**config.mk**
```make
export PLATFORM = sky130hd
export DESIGN_NAME = gpu_vram2cpu_outfifo
export DESIGN_NICKNAME = d
export VERILOG_FILES = /design/src/rtl/gpu_def.sv /design/src/rtl/gpu_fifo_dpram.sv /design/src/rtl/gpu_vram2cpu_outfifo.sv
export SDC_FILE = /design/constraint.sdc
export NUM_CORES = 1
export LEC_CHECK = 0
export BUFFER_PORTS_ARGS = -buffer_cell sky130_fd_sc_hd__buf_2
export CAP_MARGIN = 20
export CORE_ASPECT_RATIO = 0.9
export CORE_UTILIZATION = 50
export CTS_CLUSTER_DIAMETER = 50
export DETAILED_ROUTE_END_ITERATION = 12
export HOLD_SLACK_MARGIN = 0.08
export PLACE_DENSITY = 0.81
export SLEW_MARGIN = 20
export SYNTH_ARGS = -nofsm -noshare
export SYNTH_HDL_FRONTEND = slang
export SYNTH_SLANG_ARGS = --single-unit
export TNS_END_PERCENT = 50
```
**constraint.sdc**
```tcl
create_clock -name clk -period 4.9 [get_ports clk]
set_input_delay 0.49 -clock clk [delete_from_list [all_inputs] [get_ports clk]]
set_output_delay 0.49 -clock clk [all_outputs]
set_load 0.005 [all_outputs]
```
**src/rtl/gpu_def.sv**
```systemverilog
// ============================================================================
// Package     : gpu_def
// Description : Shared GPU constants (VRAM->CPU FIFO depth, GPUSTAT bit index)
// Revision    : 1.0 - initial release
// ============================================================================
`default_nettype none

package gpu_def;

    localparam int FIFO_DEPTH_LOG2        = 4;
    localparam int GPUSTAT_READY_VRAM2CPU = 27;

endpackage

`default_nettype wire

```
**src/rtl/gpu_fifo_dpram.sv**
```systemverilog
// ============================================================================
// Module      : gpu_fifo_dpram
// Description : Simple dual-port RAM, one write port, one registered read port
// Revision    : 1.0 - initial release
// ============================================================================
`default_nettype none

module gpu_fifo_dpram
    import gpu_def::*;
#(
    parameter int ADDR_W = FIFO_DEPTH_LOG2,
    parameter int DATA_W = 32
)(
    input  logic              clk,
    input  logic              wrEn_i,
    input  logic [ADDR_W-1:0] wrAddr_i,
    input  logic [DATA_W-1:0] wrData_i,
    input  logic              rdEn_i,
    input  logic [ADDR_W-1:0] rdAddr_i,
    output logic [DATA_W-1:0] rdData_o
);

    logic [DATA_W-1:0] mem_q [0:(1<<ADDR_W)-1];
    logic [DATA_W-1:0] rdData_q;

    // Read-before-write: a same-address read returns the old word.
    always_ff @(posedge clk) begin
        if (wrEn_i) begin
            mem_q[wrAddr_i] <= wrData_i;
        end
        if (rdEn_i) begin
            rdData_q <= mem_q[rdAddr_i];
        end
    end

    assign rdData_o = rdData_q;

endmodule

`default_nettype wire

```
**src/rtl/gpu_vram2cpu_outfifo.sv**
```systemverilog
// ============================================================================
// Module      : gpu_vram2cpu_outfifo
// Description : VRAM->CPU copy output FIFO feeding GPUREAD and GPUSTAT.27
// Revision    : 1.0 - initial release
// ============================================================================
`default_nettype none

module gpu_vram2cpu_outfifo
    import gpu_def::*;
#(
    parameter int DEPTH_LOG2      = FIFO_DEPTH_LOG2,
    parameter int CAN_PUSH_MARGIN = 2,
    parameter int NEAR_MARGIN     = 4
)(
    input  logic        clk,
    input  logic        nRst,
    input  logic        i_flush,
    input  logic        i_write,
    input  logic [31:0] i_writeData,
    output logic        o_canPush,
    output logic        o_canNearPush,
    output logic        o_empty,
    input  logic        i_cpuRead,
    output logic [31:0] o_cpuData,
    input  logic        i_infoWrite,
    input  logic [31:0] i_infoData,
    output logic        o_readyToSend,
    output logic        o_overflow
);

    localparam int                  c_DEPTH_INT   = 1 << DEPTH_LOG2;
    localparam logic [DEPTH_LOG2:0] c_DEPTH       = (DEPTH_LOG2+1)'(c_DEPTH_INT);
    localparam logic [DEPTH_LOG2:0] c_PUSH_MARGIN = (DEPTH_LOG2+1)'(CAN_PUSH_MARGIN);
    localparam logic [DEPTH_LOG2:0] c_NEAR_MARGIN = (DEPTH_LOG2+1)'(NEAR_MARGIN);

    logic [DEPTH_LOG2-1:0] rdPtr_q, rdPtr_d;
    logic [DEPTH_LOG2-1:0] wrPtr_q, wrPtr_d;
    logic [DEPTH_LOG2:0]   count_q, count_d;
    logic                  overflow_q, overflow_d;
    logic [31:0]           cpuData_q, cpuData_d;
    logic                  useRam_q, useRam_d;

    logic                  w_full;
    logic                  w_empty;
    logic                  w_popOk;
    logic                  w_pushOk;
    logic [DEPTH_LOG2:0]   w_free;
    logic [31:0]           w_ramData;

    assign w_full   = (count_q == c_DEPTH);
    assign w_empty  = (count_q == '0);
    assign w_free   = c_DEPTH - count_q;
    assign w_popOk  = i_cpuRead && !w_empty && !i_flush;
    // A pop in the same cycle frees the slot this push lands in.
    assign w_pushOk = i_write && (!w_full || w_popOk) && !i_flush;

    always_comb begin
        rdPtr_d    = rdPtr_q;
        wrPtr_d    = wrPtr_q;
        count_d    = count_q;
        overflow_d = overflow_q;
        cpuData_d  = cpuData_q;
        useRam_d   = useRam_q;

        if (i_flush) begin
            rdPtr_d    = '0;
            wrPtr_d    = '0;
            count_d    = '0;
            overflow_d = 1'b0;
        end else begin
            if (w_pushOk) begin
                wrPtr_d = wrPtr_q + 1'b1;
            end
            if (w_popOk) begin
                rdPtr_d = rdPtr_q + 1'b1;
            end
            if (i_write && !w_pushOk) begin
                overflow_d = 1'b1;
            end
            case ({w_pushOk, w_popOk})
                2'b10:   count_d = count_q + 1'b1;
                2'b01:   count_d = count_q - 1'b1;
                default: count_d = count_q;
            endcase
        end

        // GPUREAD source: the info latch wins over a same-cycle pop.
        if (i_infoWrite) begin
            cpuData_d = i_infoData;
            useRam_d  = 1'b0;
        end else if (w_popOk) begin
            useRam_d  = 1'b1;
        end
    end

    always_ff @(posedge clk) begin
        if (!nRst) begin
            rdPtr_q    <= '0;
            wrPtr_q    <= '0;
            count_q    <= '0;
            overflow_q <= 1'b0;
            cpuData_q  <= '0;
            useRam_q   <= 1'b0;
        end else begin
            rdPtr_q    <= rdPtr_d;
            wrPtr_q    <= wrPtr_d;
            count_q    <= count_d;
            overflow_q <= overflow_d;
            cpuData_q  <= cpuData_d;
            useRam_q   <= useRam_d;
        end
    end

    gpu_fifo_dpram #(
        .ADDR_W (DEPTH_LOG2),
        .DATA_W (32)
    ) u_ram (
        .clk      (clk),
        .wrEn_i   (w_pushOk),
        .wrAddr_i (wrPtr_q),
        .wrData_i (i_writeData),
        .rdEn_i   (w_popOk),
        .rdAddr_i (rdPtr_q),
        .rdData_o (w_ramData)
    );

    assign o_cpuData     = useRam_q ? w_ramData : cpuData_q;
    assign o_empty       = w_empty;
    assign o_readyToSend = !w_empty;
    assign o_canPush     = (w_free >= c_PUSH_MARGIN);
    assign o_canNearPush = (w_free >= c_NEAR_MARGIN);
    assign o_overflow    = overflow_q;

endmodule

`default_nettype wire

```
# ---- Yosys cells after proc, flatten, opt, wreduce, memory -nomap -nowiden
# Memories as Yosys holds them, arrays and structs flattened. A register that Yosys moved wholly into a read port is not among the register bits.
# Index checks and enable logic that the tools add are counted.
dict set report totals {
  regBits 47
  latch_bits 0
  ram_bits 512
  rom_bits 0
  input_bits 70
  n_memories 1
}
# memory words width read_ports rd_ports_with_merged_regs wr line
set mem_list {}
lappend mem_list {u_ram.mem_q 16 32 1 1 1 gpu_fifo_dpram.sv:23} ;# logic [DATA_W-1:0] mem_q [0:(1<<ADDR_W)-1];
dict set report classes {
  n_addsub 5
  n_mul 0
  n_div 0
  n_lt_le_gt_ge 2
  eq_ne 3
  shifts 0
  mux 4
  n_bitwise 1
  reduce_logical 14
}
# operator count
set ops {}
lappend ops {{2-to-1 mux 32 bit} 1}
lappend ops {{one-hot mux 5 bit (2 select lines)} 1}
lappend ops {{adder 4 x 1 -> 4 bit, second input constant} 2}
lappend ops {{adder 5 x 1 -> 5 bit, second input constant} 1}
lappend ops {{== test 5 bit, second input constant} 1}
lappend ops {{greater-or-equal comparator 5 x 2 -> 1 bit, second input constant} 1}
lappend ops {{greater-or-equal comparator 5 x 3 -> 1 bit, second input constant} 1}
lappend ops {{logical AND 1 bit} 5}
lappend ops {{zero test 5 bit} 1}
lappend ops {{subtractor 5 x 1 -> 5 bit, second input constant} 1}
lappend ops {{subtractor 5 bit, first input constant} 1}
lappend ops {{zero test 1 bit} 4}
lappend ops {{OR reduction 2 bit} 2}
lappend ops {{== test 2 x 1 -> 1 bit, second input constant} 1}
lappend ops {{== test 2 bit, second input constant} 1}
lappend ops {{2-to-1 mux 1 bit} 2}
lappend ops {{nonzero test 2 bit} 1}
lappend ops {{logical OR 1 bit} 1}
lappend ops {{inverter 1 bit} 1}

# ---- Depth between registers and ports, before layout
dict set report depth {
  word_depth 9
  depth_mapped 16
  mapped_depth_nobuf 14
}

# ---- Modules after synthesis
# From an unflattened synthesis, not the netlist that was laid out.
dict set report unflattened {
  hier_cells 1090
  area_unflattened_um2 22684.3
}
# mod instances cells_each area_per_inst_um2 seq_area_each_um2
set modules_own_cells {}
lappend modules_own_cells {gpu_fifo_dpram 1 838 20174.3 16335.7}
lappend modules_own_cells {gpu_vram2cpu_outfifo 1 252 2509.9 940.9}

# ---- Least setup slack after synthesis
# No wires, ideal clock.
dict set report synth_timing {
  kind {register -> register}
  from {register count_q[1]}
  to {register count_q[4]}
  setup_time_ns 0.135
  t_arrival_ns 4.414
  slack_ns 0.351
  stages_incl_launch_ff 15
  path_buffers 2
  cell_sequence {dfxtp_1 -> clkbuf_1 -> inv_1 -> ha_1 -> nor3b_1 -> ha_1 -> nor3b_2 -> ha_1 -> clkbuf_1 -> xor2_1 -> ha_1 -> nor2b_1 -> o32ai_1 -> mux2i_1 -> o2111ai_1}
}
dict set report synth_via {
  elab_chain_len 9
  word_cells_on_any_way 15
  cone_classes {add/sub: 2; eq/ne: 3; mux: 1; reduce/logical: 9}
}
# element line
set synth_rtl {}
lappend synth_rtl {{start: declaration} gpu_vram2cpu_outfifo.sv:38} ;# logic [DEPTH_LOG2:0] count_q, count_d;
lappend synth_rtl {{start signal: assignment} gpu_vram2cpu_outfifo.sv:107} ;# count_q <= count_d;
lappend synth_rtl {{zero test 5 bit *} gpu_vram2cpu_outfifo.sv:51} ;# assign w_empty = (count_q == '0);
lappend synth_rtl {{net o_empty} gpu_vram2cpu_outfifo.sv:22} ;# output logic o_empty,
lappend synth_rtl {{zero test 1 bit *} gpu_vram2cpu_outfifo.sv:53} ;# assign w_popOk = i_cpuRead && !w_empty && !i_flush;
lappend synth_rtl {{logical AND 1 bit * (2 in series)} gpu_vram2cpu_outfifo.sv:53}
lappend synth_rtl {{net u_ram.rdEn_i} gpu_fifo_dpram.sv:18} ;# input logic rdEn_i,
lappend synth_rtl {{logical OR 1 bit} gpu_vram2cpu_outfifo.sv:55} ;# assign w_pushOk = i_write && (!w_full || w_popOk) && !i_flush;
lappend synth_rtl {{logical AND 1 bit (2 in series)} gpu_vram2cpu_outfifo.sv:55}
lappend synth_rtl {{== test 2 x 1 -> 1 bit / == test 2 bit (equally long branches)} gpu_vram2cpu_outfifo.sv:80} ;# case ({w_pushOk, w_popOk})
lappend synth_rtl {{one-hot mux 5 bit (2 select lines) / nonzero test 2 bit (equally long branches)} n/a}
# Mark *: on every way through the listed nets, which the timed path passes. The rest lies on a longest branch.
# A chain may end at the register's enable or synchronous reset.

# ---- Worst setup path in the final report
dict set report layout_timing {
  from {register count_q[1]}
  to {register count_q[4]}
}
dict set report layout_via {
  elab_chain_len 9
  word_cells_on_any_way 15
  cone_classes {add/sub: 2; eq/ne: 3; mux: 1; reduce/logical: 9}
}
# element line
set layout_rtl {}
lappend layout_rtl {{zero test 5 bit} gpu_vram2cpu_outfifo.sv:51}
lappend layout_rtl {{zero test 1 bit} gpu_vram2cpu_outfifo.sv:53}
lappend layout_rtl {{logical AND 1 bit (2 in series)} gpu_vram2cpu_outfifo.sv:53}
lappend layout_rtl {{logical OR 1 bit} gpu_vram2cpu_outfifo.sv:55}
lappend layout_rtl {{logical AND 1 bit (2 in series)} gpu_vram2cpu_outfifo.sv:55}
lappend layout_rtl {{== test 2 x 1 -> 1 bit / == test 2 bit (equally long branches)} gpu_vram2cpu_outfifo.sv:80}
lappend layout_rtl {{one-hot mux 5 bit (2 select lines) / nonzero test 2 bit (equally long branches)} n/a}
# Several ways; a longest one is shown, not always the timed one.

==> results_dict.tcl <==
set metrics [dict create \
    status "finished clean" \
    antennaDiodeCount 0 \
    wl_per_cell_um 25.5 \
    synth_compound_area_share_pct 2.64 \
    synth_top_cells_by_count "544 x edfxtp_1, 128 x mux4_2, 64 x a22oi_1, 47 x dfxtp_1, 43 x clkbuf_1" \
    gp_congestion 0.744 \
    die_h_um 204 \
    hold_path_depth 3 \
    path_class "flip-flop to flip-flop" \
    holdBufCountCts 0 \
    fmax_mhz 270 \
    antenna_found_initial 0 \
    chipWidth_um 227 \
    synthAdderAreaFrac_pct 0.661 \
    route.detailed.drc 0 \
    synth-xor-area-share_pct 0.347 \
    die_area_um2 46300 \
    p_comb_share_pct 2.5 \
    period_needed_ps 3700 \
    grt_max_degree 64 \
    reg2reg_slack_ps 1200 \
    cp-end-kind "flip-flop" \
    clkSinkCount 591 \
    grt_pass1_vias 11500 \
    switching_share_pct 19.6 \
    muxShareOfSynthArea_pct 15.9 \
    synth_cells 1099 \
    place_hpwl_um 25900 \
    hold_class "input port to flip-flop" \
    synth-edff-count 544 \
    yosysMostFrequentCell "edfxtp_1" \
    synth_top_area_cell "edfxtp_1" \
    syn-num-nets 1181 \
    critical_path_arrival_ps 4160 \
    clock_path_buffers 3 \
    synth_cell_types 36 \
    intPower_mw 8.30 \
    max_slew_margin_pct 21.6 \
    syn_to_final_growth_pct 15.4 \
    fin_area_um2 26200 \
    r2r_end "count_q[4]" \
    synth_seq_cells 591 \
    synthSimpleGateAreaFrac_pct 2.88 \
    hold_violations 0 \
    fin_util_pct 58.9 \
    htreeDepth 2 \
    ys.flop_type "edfxtp_1" \
    crit_required_ps 5370 \
    syn_area_um2 22700 \
    placementRows 73 \
    ioPinCount 107 \
    pwr_density_cell_nw_per_um2 394 \
    postSynthAreaPerCell_um2 20.7 \
    p_sw_mw 2.02 \
    io_buffers 106 \
    fin_skew_ps 24.8 \
    dr.pass1.iters 6 \
    cts_buffers 57 \
    grt_use_total_pct 21.0 \
    ant_nets 0 \
    dp.cells 1758 \
    period_share_pct 75.4 \
    grt-ovfl-total 0 \
    slew_violations 0 \
    n_fill_cell 3065 \
    maxCapViolations 0 \
    cts_setup_buffers 0 \
    p_leak_nw 8.51 \
    dr.first_iter.drc_count 1323 \
    min_from "i_infoData[21]" \
    fin_tns_setup_ps 0 \
    startpoint_type "flip-flop" \
    worst_pin_slew_ps 1170 \
    placed_area_um2 24000 \
    synth_top_family_by_area "multiplexers" \
    cts_tree "built" \
    seq_area_um2 17300 \
    peakVddDrop_mv 0.266 \
    worstSkewPairLatency_ps 610 \
    routed_via_density 5.96 \
    grt_setup_unrepaired "no" \
    final-setup-viol-count 0 \
    clkPwrFrac_pct 43.6 \
    nNetsFinal 1309 \
    seqPwrFrac_pct 53.9 \
    yosysTopAreaCellShare_pct 71.9 \
    layout.cells.non_filler 1875 \
    ctsRootBufferMaster "clkbuf_16" \
    cts-resized-gates 0 \
    routed_wl_um 47700 \
    grt_pass1_wl_um 70800 \
    multi_input_area_um2 5230 \
    cp_max_fo 11 \
    worst-r2r-cell-count 14 \
    reg2reg_from "count_q[1]" \
    yosys_warnings 0 \
    vias 11200 \
    clk_pin_slew_worst_paths_ps 70 \
    ys_seq_area_share_pct 76.1 \
    core_um2 44500 \
    hold-path-endpoint "cpuData_q[21]" \
    synth_area_leaders "edfxtp_1 72%, mux4_2 13%, dfxtp_1 4.1%" \
    initial_core_util_pct 51.1 \
    drive_gt1_share_pct 31.5 \
    async_reset_ff_share_pct 0 \
]
stage by stage:
step | hold WS [ps] | setup WS [ps] | power (mW)
CTS | 124 | 1210 | 10.4
floorplan | 460 | 351 | 5.78
finish | 151 | 1200 | 10.3
detailed placement | 489 | 1360 | 5.93
global placement | 492 | 1450 | 5.91
global route | 144 | 987 | 10.6
layout make-up:
cell class              instances  share of cell area, %
multi-input cells             433                   19.9
well taps                     600                   2.86
flip-flops and latches        591                   66.0
inverters                      11                  0.158
repair buffers                133                   3.68
clock inverters                25                   1.13
clock buffers                  82                   6.27
kinds of logic after synthesis:
logic type,count (synthesis)
adders and majority gates,12
muxes,196
xor gates and xnor gates,9
AOI/OAI and AO/OA,84
and+or+nand+nor,132
DFF,591
buffers and inverters,75
layer usage:
metal	GRT usage (%)	routed length [um]	part of all wire, %	vias to the layer above
met1	28.8	19100	40	5782
met4	5.94	850	1.8	0
met5	0	0	0	-
li1	-	-	-	4742
met3	4.87	4090	8.6	63
met2	34.0	23700	50	588
state kept, by name (all words and copies together) (netlist names):
name            cells
cpuData_q          32
rdPtr_q             4
u_ram.mem_q       512
count_q             5
o_overflow          1
u_ram.rdData_o     32
wrPtr_q             4
useRam_q            1
worst max-delay path by stage:
stage / end / depth (start not counted) / from / slack, ps
floorplan: count_q[4] / 14 / count_q[1] / 350
global placement: count_q[4] / 14 / count_q[1] / 1450
detailed placement: count_q[4] / 14 / count_q[1] / 1360
CTS: count_q[4] / 14 / count_q[1] / 1210
global route: count_q[4] / 14 / count_q[1] / 990
finish: count_q[4] / 14 / count_q[1] / 1200
power by group through the flow:
stage          registers (mW)  logic [mW]  clock network [mW]
2_1_floorplan            5.66       0.121                   0
3_3_place_gp             5.66       0.245                   0
3_5_place_dp             5.67       0.260                   0
4_1_cts                  5.56       0.261                4.55
5_1_grt                  5.56       0.286                4.76
6_report                 5.56       0.260                4.50
critical path, cell delays in order, from the launching register on:
cell and delay [ps]:
dfxtp_1 540, inv_1 90, ha_1 220, nor3b_1 170, ha_1 260, nand2b_1 220
a21oi_1 330, inv_1 150, ha_1 330, xor2_1 180, ha_1 240, nor2b_1 140
o32ai_1 300, mux2i_1 270, o2111ai_1 120
layout by cell type (no fill, tap or decap), drive strengths merged, types with 2 or more instances in the layout:
master	n
bufinv	6
a211o	2
buf	133
xor2	5
clkinvlp	2
nand2	42
a211oi	2
nor2	27
nor2b	36
nor3b	3
mux2	33
edfxtp	544
inv	16
o21ai	6
ha	12
mux4	128
or3	3
clkbuf	82
nor3	6
a21oi	8
nand3	3
a22oi	64
dfxtp	47
xnor2	4
nand2b	7
mux2i	35
clkinv	12
(Power assumes the default switching activity.)
